**config.mk**
```make
export PLATFORM = sky130hd
export DESIGN_NAME = prog_launcher
export DESIGN_NICKNAME = d
export VERILOG_FILES = /design/src/rtl/prog_launcher.sv
export SDC_FILE = /design/constraint.sdc
export NUM_CORES = 1
export LEC_CHECK = 0
export ABC_CLOCK_PERIOD_IN_PS = 6200
export BUFFER_PORTS_ARGS = -buffer_cell sky130_fd_sc_hd__buf_2
export CORE_MARGIN = 4
export CORE_UTILIZATION = 45
export CTS_CLUSTER_SIZE = 8
export DETAILED_ROUTE_END_ITERATION = 12
export PLACE_DENSITY_LB_ADDON = 0.12
export SYNTH_ARGS = -nofsm -noshare
export SYNTH_HDL_FRONTEND = slang
export SYNTH_SLANG_ARGS = --single-unit
```
**constraint.sdc**
```tcl
create_clock -name Clk -period 6.2 [get_ports Clk]
set_clock_uncertainty 0.2 [all_clocks]
set_input_delay 0.31 -clock Clk [delete_from_list [all_inputs] [get_ports Clk]]
set_output_delay 0.31 -clock Clk [all_outputs]
set_load 0.1 [all_outputs]
```
**src/rtl/prog_launcher.sv**
```systemverilog
// rtl/prog_launcher.sv - Start/Ack run-handshake initiator; optional ACK_SYNC_EN adds a 2-flop Ack synchronizer.
module prog_launcher #(
    parameter int START_LEN = 2,
    parameter int CNT_W     = 16,
    parameter int TIMEOUT   = 10000,
    parameter int PROG_W    = 2
) (
    input  logic              Clk,
    input  logic              Reset,
    input  logic              req,
    input  logic [PROG_W-1:0] prog_id,
    output logic              ready,
    output logic              busy,
    output logic              Start,
    output logic [PROG_W-1:0] ProgSel,
    input  logic              Ack,
    output logic              done,
    output logic              timed_out,
    output logic [CNT_W-1:0]  cycles
);

    localparam int              LEN_W     = (START_LEN > 1) ? $clog2(START_LEN) : 1;
    localparam logic [LEN_W-1:0] LEN_LAST = LEN_W'(START_LEN - 1);
    localparam logic [CNT_W-1:0] CNT_MAX  = '1;
    localparam logic [CNT_W-1:0] TMO      = CNT_W'(TIMEOUT);

    typedef enum logic [2:0] {IDLE, LAUNCH, ARM, RUN, DONE} state_t;

    state_t             state_q, state_d;
    logic               start_q, start_d;
    logic [LEN_W-1:0]   len_q, len_d;
    logic [CNT_W-1:0]   cnt_q, cnt_d;
    logic [CNT_W-1:0]   cycles_q, cycles_d;
    logic               to_q, to_d;
    logic [PROG_W-1:0]  sel_q, sel_d;
    logic [CNT_W-1:0]   cnt_inc;
    logic               ack_use;

`ifdef ACK_SYNC_EN
    logic [1:0] ack_sync_q;

    always_ff @(posedge Clk or negedge Reset) begin
        if (!Reset) ack_sync_q <= 2'b00;
        else        ack_sync_q <= {ack_sync_q[0], Ack};
    end

    assign ack_use = ack_sync_q[1];

    // Remove the synchronizer latency so results match the direct-Ack build
    function automatic logic [CNT_W-1:0] report_cnt(input logic [CNT_W-1:0] raw);
        return (raw >= CNT_W'(2)) ? raw - CNT_W'(2) : '0;
    endfunction
`else
    assign ack_use = Ack;

    function automatic logic [CNT_W-1:0] report_cnt(input logic [CNT_W-1:0] raw);
        return raw;
    endfunction
`endif

    always_ff @(posedge Clk or negedge Reset) begin
        if (!Reset) begin
            state_q  <= IDLE;
            start_q  <= 1'b0;
            len_q    <= '0;
            cnt_q    <= '0;
            cycles_q <= '0;
            to_q     <= 1'b0;
            sel_q    <= '0;
        end else begin
            state_q  <= state_d;
            start_q  <= start_d;
            len_q    <= len_d;
            cnt_q    <= cnt_d;
            cycles_q <= cycles_d;
            to_q     <= to_d;
            sel_q    <= sel_d;
        end
    end

    always_comb begin
        state_d  = state_q;
        start_d  = start_q;
        len_d    = len_q;
        cnt_d    = cnt_q;
        cycles_d = cycles_q;
        to_d     = to_q;
        sel_d    = sel_q;
        cnt_inc  = (cnt_q == CNT_MAX) ? cnt_q : cnt_q + 1'b1;
        case (state_q)
            IDLE: begin
                if (req) begin
                    state_d  = LAUNCH;
                    start_d  = 1'b1;
                    len_d    = '0;
                    cnt_d    = '0;
                    cycles_d = '0;
                    to_d     = 1'b0;
                    sel_d    = prog_id;
                end
            end
            LAUNCH: begin
                if (len_q == LEN_LAST) begin
                    state_d = ARM;
                    start_d = 1'b0;
                end else begin
                    len_d = len_q + 1'b1;
                end
            end
            ARM, RUN: begin
                cnt_d = cnt_inc;
                // A completing Ack takes priority over a simultaneous timeout
                if (state_q == RUN && ack_use) begin
                    state_d  = DONE;
                    cycles_d = report_cnt(cnt_inc);
                end else begin
                    if (state_q == ARM && !ack_use) state_d = RUN;
                    if (cnt_inc == TMO) begin
                        state_d  = DONE;
                        to_d     = 1'b1;
                        cycles_d = TMO;
                    end
                end
            end
            DONE:    state_d = IDLE;
            default: state_d = IDLE;
        endcase
    end

    assign ready     = (state_q == IDLE);
    assign busy      = !ready;
    assign done      = (state_q == DONE);
    assign Start     = start_q;
    assign ProgSel   = sel_q;
    assign timed_out = to_q;
    assign cycles    = cycles_q;

endmodule
```
==> reports/metrics.yaml, run 1 <==
status: "finished clean"
cts_buffer_depth: 2
path_clk_slew_ps: 80
io_buffer_count: 28
routed_wl_um: 5940
cts_made_buffers: 5
tightest_slew_ps: 1030
max-cap-violations: 0
area_delta_synth_final_pct: 12.7
cts_tree: "done"
grt_pass1_vias: 1961
fin_crit_ps: 3700
arrival_ps: 3640
ys_ff_latch: 40
worstPathRequired_ps: 6130
clock.fmax_mhz: 270
vias_per_cell: 6.03
ys_seq_area_share_pct: 43.7
wl_per_cell_um: 17.4
firstDrtPassIters: 5
drc_errors: 0
end_kind: "flip-flop"
grt_usage_pct: 21.1
start_util_pct: 47.6
synth_fp_nets: 263
startpoint_type: "flip-flop"
critPathKind: "reg -> reg"
antenna_cells: 0
ys_types: 53
layout.nets: 281
fin_setup_tns_ps: 0
root_buffer: "clkbuf_8"
netlist_area_um2: 2290
core_um2: 4820
grt_remaining_overflow: 0
num_io_pins: 29
slew_viol_final: 0
synth_edf_count: 0
dieWidth_um: 79.4
slew_headroom_pct: 30.5
drive_gt1_share_pct: 17.5
setup_violations: 0
synth-async-reset-ratio_pct: 100
rows: 25
netlist_instances: 256
vias: 2062
finalHoldViolCount: 0
cts.repair.resized: 0
worstSkewPairLatency_ps: 290
syn_avg_cell_area_um2: 8.95
htreeDepth: 2
antenna_found_initial: 0
die_y_um: 79.4
grt_max_degree: 44
hpwlAfterDp_um: 3970
timing.final.crit_share_pct: 59.7
grt_pass1_wl_um: 10300
worst-path-max-fanout: 13
cts_sinks: 40
die_area_um2: 6300
grt_setup_unrepaired: "false"
synth_top_flop_cell: "dfrtp_1"
antenna_left: 0
drt-initial-drc-count: 198
yosysWarningCount: 0
holdCritPathClass: "in -> reg"
routabilityCongestion: 0.901
[per-stage QoR]
step	worst slack, ps	instances	area [um2]	hold WS, ps	utilization [%]
6_report	2500	342	2580	7.59	53.6
5_1_grt	2180	342	2580	6.65	53.6
4_1_cts	2500	342	2580	1.88	53.6
3_5_place_dp	2530	333	2450	257	50.8
3_3_place_gp	2570	333	2450	253	50.8
2_1_floorplan	1740	256	2290	-186	-
[state kept, by name, indices dropped and copies added, names as in the netlist]
name and count:
state_q 3, timed_out 1, len_q 1, cycles 16, Start 1, ProgSel 2
cnt_q 16
[worst paths after layout]
kind	startpoint	to	slack [ps]	cells after the start
max in group asynchronous	Reset	cycles[12]	4750	2
max reg2reg	cnt_q[0]	cycles[6]	2500	7
min reg2reg	ProgSel[1]	ProgSel[1]	280	2
max	cnt_q[0]	cycles[6]	2500	7
min in group asynchronous	Reset	cnt_q[11]	480	2
min	prog_id[0]	ProgSel[0]	8	3
[critical path: stages, from the launching register on]
cell and delay (ps):
dfrtp_1 460, ha_1 350, nand4_4 200, or4_1 750, mux2i_2 280, nand4_1 160
nor4_2 920, o21ai_0 220
[logic make-up after synthesis]
family                   after synthesis  share of synthesized area, %
adder cells (fa/ha/maj)                1                         0.546
AO/OA/AOI/OAI                         81                          23.4
buffers and inverters                 22                          3.99
XOR/XNOR                               6                          2.29
flip-flops                            40                          43.7
multiplexers                           6                          2.79
AND/OR/NAND/NOR                      100                          23.3
[cell usage after synthesis (4+ instances only)]
| master | instances | share of area, % |
|---|---|---|
| mux2i_1 | 5 | 2.2 |
| a31oi_1 | 14 | 3.8 |
| nor3_1 | 4 | 0.87 |
| a21oi_1 | 10 | 2.2 |
| buf_2 | 6 | 1.3 |
| nand4_1 | 4 | 1.1 |
| nand3_1 | 27 | 5.9 |
| o21ai_0 | 27 | 5.9 |
| nor2_1 | 13 | 2.1 |
| dfrtp_1 | 40 | 44 |
| clkbuf_1 | 12 | 2.0 |
| xor2_1 | 5 | 1.9 |
| nand2_1 | 27 | 4.4 |
[area by class of cell]
| cell class | instances | area (um2) |
|---|---|---|
| fill | 458 | 2230 |
| multi-input combinational | 194 | 1200 |
| sequential | 40 | 1000 |
| timing repair buffer | 31 | 165 |
| clock buffer | 7 | 96.3 |
| tap | 67 | 83.8 |
| clock inverter | 1 | 30.0 |
| inverter | 2 | 7.51 |
[layer usage]
layer / routed length, um / GRT usage, %
met5: 0 / 0
met4: 55 / 6.36
met3: 235 / 4.08
met2: 2700 / 30.7
met1: 2960 / 31.7
[cell usage in the layout (no fill, tap or decap), drive strengths merged, types with 2 or more instances in the layout]
master / n
xor2: 5
o211ai: 2
nand4: 6
nor2: 13
a21oi: 10
a22o: 3
nor4: 4
dfrtp: 40
mux2i: 6
nor3b: 2
clkbuf: 7
inv: 2
o31ai: 3
and4: 4
a32oi: 2
buf: 30
nand2: 27
a31oi: 14
o21ai: 28
a211oi: 3
nor3: 4
and3: 2
a311oi: 2
nand2b: 2
a32o: 2
and2: 3
or3: 2
nand3: 27
or4: 2
a41o: 2
[what timing repair did]
action                    CTS  global route
buffers inserted            0             0
hold buffers                1             0
hold endpoints to repair   40             0
Power of run 1 is not shown: default switching activity piles up to over one toggle a cycle in this logic, so the estimate is an artifact.
==> run 2: changes to the inputs <==
- ABC_AREA: not set -> 1
- ABC_CLOCK_PERIOD_IN_PS: 6200 -> 3700
- clock period: 6.2 -> 3.7 ns (I/O delays scaled with it)
==> run 2 against run 1 <==
Compared with the run above:
- setup slack lost 1500 ps
- final area shrank 1.6%
- count of clock-buffer cells in the layout shrank 1
- cell count grew 19%
- die area shrank 3.0%
- register-to-register slack lost 1500 ps
- synthesized area shrank 3.3%
- maximum frequency grew 37%
==> reports/metrics.yaml, run 2 <==
status: "finished clean"
cts_buffer_depth: 2  # unchanged
synth_top_cell_area_share_pct: 45.2  # +1.5 points
fin_setup_tns_ps: 0  # unchanged
grt_remaining_overflow: 0  # unchanged
ys_types: 24  # -55%
ys_seq_area_share_pct: 45.2  # +1.5 points
setup_ws_ps: 995  # -1500 ps
netlist_area_um2: 2210  # -3.3%
grt_max_degree: 41  # -6.8%
antenna_left: 0  # unchanged
synth_area_leaders: "dfrtp_1 (45%), nand2_1 (20%), nand3_1 (8.6%), inv_1 (5.3%), nor2_1 (4.1%)"
nFillCells: 490  # +7.0%
core_um2: 4750  # -1.3%
grt_pass1_wl_um: 8990  # -13%
routed_wl_um: 5360  # -9.9%
htreeDepth: 2  # unchanged
vias: 2050  # -0.58%
root_buffer: "clkbuf_8"
tightest_slew_ps: 870  # -164 ps
worstSkewPairLatency_ps: 290  # about the same
synth_top_flop_cell: "dfrtp_1"
post_dp_cell_area_um2: 2390  # -2.3%
startpoint_type: "flip-flop"
die_y_um: 78.2  # -1.5%
worst-path-max-fanout: 18  # +5
dp_slack_ps: 1050  # -1470 ps
fin_crit_ps: 2700  # -996 ps
cts_tree: "done"
yosysTopAreaCell: "dfrtp_1"
dieWidth_um: 78.2  # -1.5%
max-cap-violations: 0  # unchanged
antenna_found_initial: 0  # unchanged
holdCritStartpoint: "req"
critPathKind: "reg -> reg"
holdCritPathClass: "in -> reg"
netlist_instances: 310  # +21%
rrSetupSlack_ps: 1000  # -1500 ps
grt_setup_unrepaired: "false"
synth_edf_count: 0  # unchanged
area_delta_synth_final_pct: 14.8
whs_path_depth: 5  # +2
stdcell_area_um2: 2540  # -1.6%
num_io_pins: 29  # unchanged
layout_common_cells: "nand2_1 (118), dfrtp_1 (40), nand3_1 (38), inv_1 (31), buf_2 (28)"
r2r_cells: 15  # +8
cts_made_buffers: 5  # unchanged
rows: 25  # unchanged
vias_per_cell: 5.02  # -17%
start_util_pct: 46.6  # -0.98 points
r2r_end: "cycles[13]"
firstDrtPassIters: 4  # -1
ys_ff_latch: 40  # unchanged
path_clk_slew_ps: 80  # about the same
layout_commonest_cell: "nand2_1"
arrival_ps: 2730  # -910 ps
finalHoldViolCount: 0  # unchanged
drt-initial-drc-count: 141  # -29%
worstHoldEndpoint: "ProgSel[1]"
io_buffer_count: 28  # unchanged
rr_startpoint: "cnt_q[0]"
layout.nets: 347  # +23%
grt_usage_pct: 18.7  # -2.4 points
die_area_um2: 6110  # -3.0%
routabilityCongestion: 0.912  # +1.3%
yosysWarningCount: 0  # unchanged
slew_viol_final: 0  # unchanged
wl_per_cell_um: 13.1  # -24%
worstPathRequired_ps: 3730  # -2400 ps
clock.fmax_mhz: 370  # +37%
slew_headroom_pct: 42.0  # +12 points
setup_violations: 0  # unchanged
hpwlAfterDp_um: 3950  # -0.55%
grt_pass1_vias: 1888  # -3.7%
synth_common_cells: "nand2_1 (118), dfrtp_1 (40), nand3_1 (38), inv_1 (31), nor2_1 (24)"
antenna_cells: 0  # unchanged
end_kind: "flip-flop"
yosysMostFrequentCell: "nand2_1"
drc_errors: 0  # unchanged
synth_fp_nets: 317  # +21%
syn_avg_cell_area_um2: 7.14  # -20%
synth-async-reset-ratio_pct: 100  # unchanged
timing.final.crit_share_pct: 73.1  # +13 points
drive_gt1_share_pct: 15.0  # -2.5 points
cts_sinks: 40  # unchanged
run 2: cell type report:
| type | instances | area (um2) | area share, % |
|---|---|---|---|
| Clock buffer | 6 | 82.6 | 3.25 |
| Clock inverter | 2 | 38.8 | 1.53 |
| Inverter | 32 | 120 | 4.72 |
| Multi-Input combinational cell | 230 | 1050 | 41.1 |
| Sequential cell | 40 | 1000 | 39.4 |
| Tap cell | 67 | 83.8 | 3.30 |
| Timing Repair Buffer | 31 | 170 | 6.69 |
run 2: cells by family (layout without fill, tap and decap cells):
group | after synthesis | after routing | synth area share, %
and+or+nand+nor | 203 | 203 | 39.8
DFF | 40 | 40 | 45.2
buffers and inverters | 40 | 71 | 7.57
AOI/OAI and AO/OA | 22 | 22 | 5.25
xor gates and xnor gates | 4 | 4 | 1.58
adders and majority gates | 1 | 1 | 0.565
run 2: routing by layer:
metal | part of all wire, % | global-route usage [%]
met1 | 48 | 26.3
met5 | 0 | 0
met3 | 4.4 | 3.44
met2 | 46 | 29.2
met4 | 1.7 | 6.47
run 2: repair_timing:
item / CTS / global route
hold endpoints to repair: 42 / 0
setup buffers: 0 / 0
resized for setup: 0 / 0
hold buffers: 3 / 0
run 2: per-stage QoR:
step                      utilization (%)  cells  hold WS [ps]
after global placement               50.3    397           156
after CTS                            53.5    408          73.0
final                                53.5    408          70.1
after detailed placement             50.3    397           163
after global routing                 53.5    408           108
after floorplan                         -    310          -311
run 2: worst max-delay path by stage:
stage,startpoint,to,slack (ps)
floorplan,state_q[0],done,810
finish,cnt_q[0],cycles[13],1000
global placement,cnt_q[0],cycles[9],1150
CTS,cnt_q[0],cycles[13],1040
global route,cnt_q[0],cycles[13],730
detailed placement,cnt_q[0],cycles[13],1050
run 2: worst max-delay path, cell delays in order (launching register included):
cell	delay, ps
dfrtp_1	480
ha_1	240
nand3_1	140
nor2_1	180
nand2_1	260
nand2_1	160
nand2_2	80
nor2_1	140
nand2_1	60
nor2_1	110
nand2_2	90
nand2_2	80
nand2_4	140
nand2_2	150
nand2_1	70
nand2_1	60
Power of run 2 is left out for the same reason.
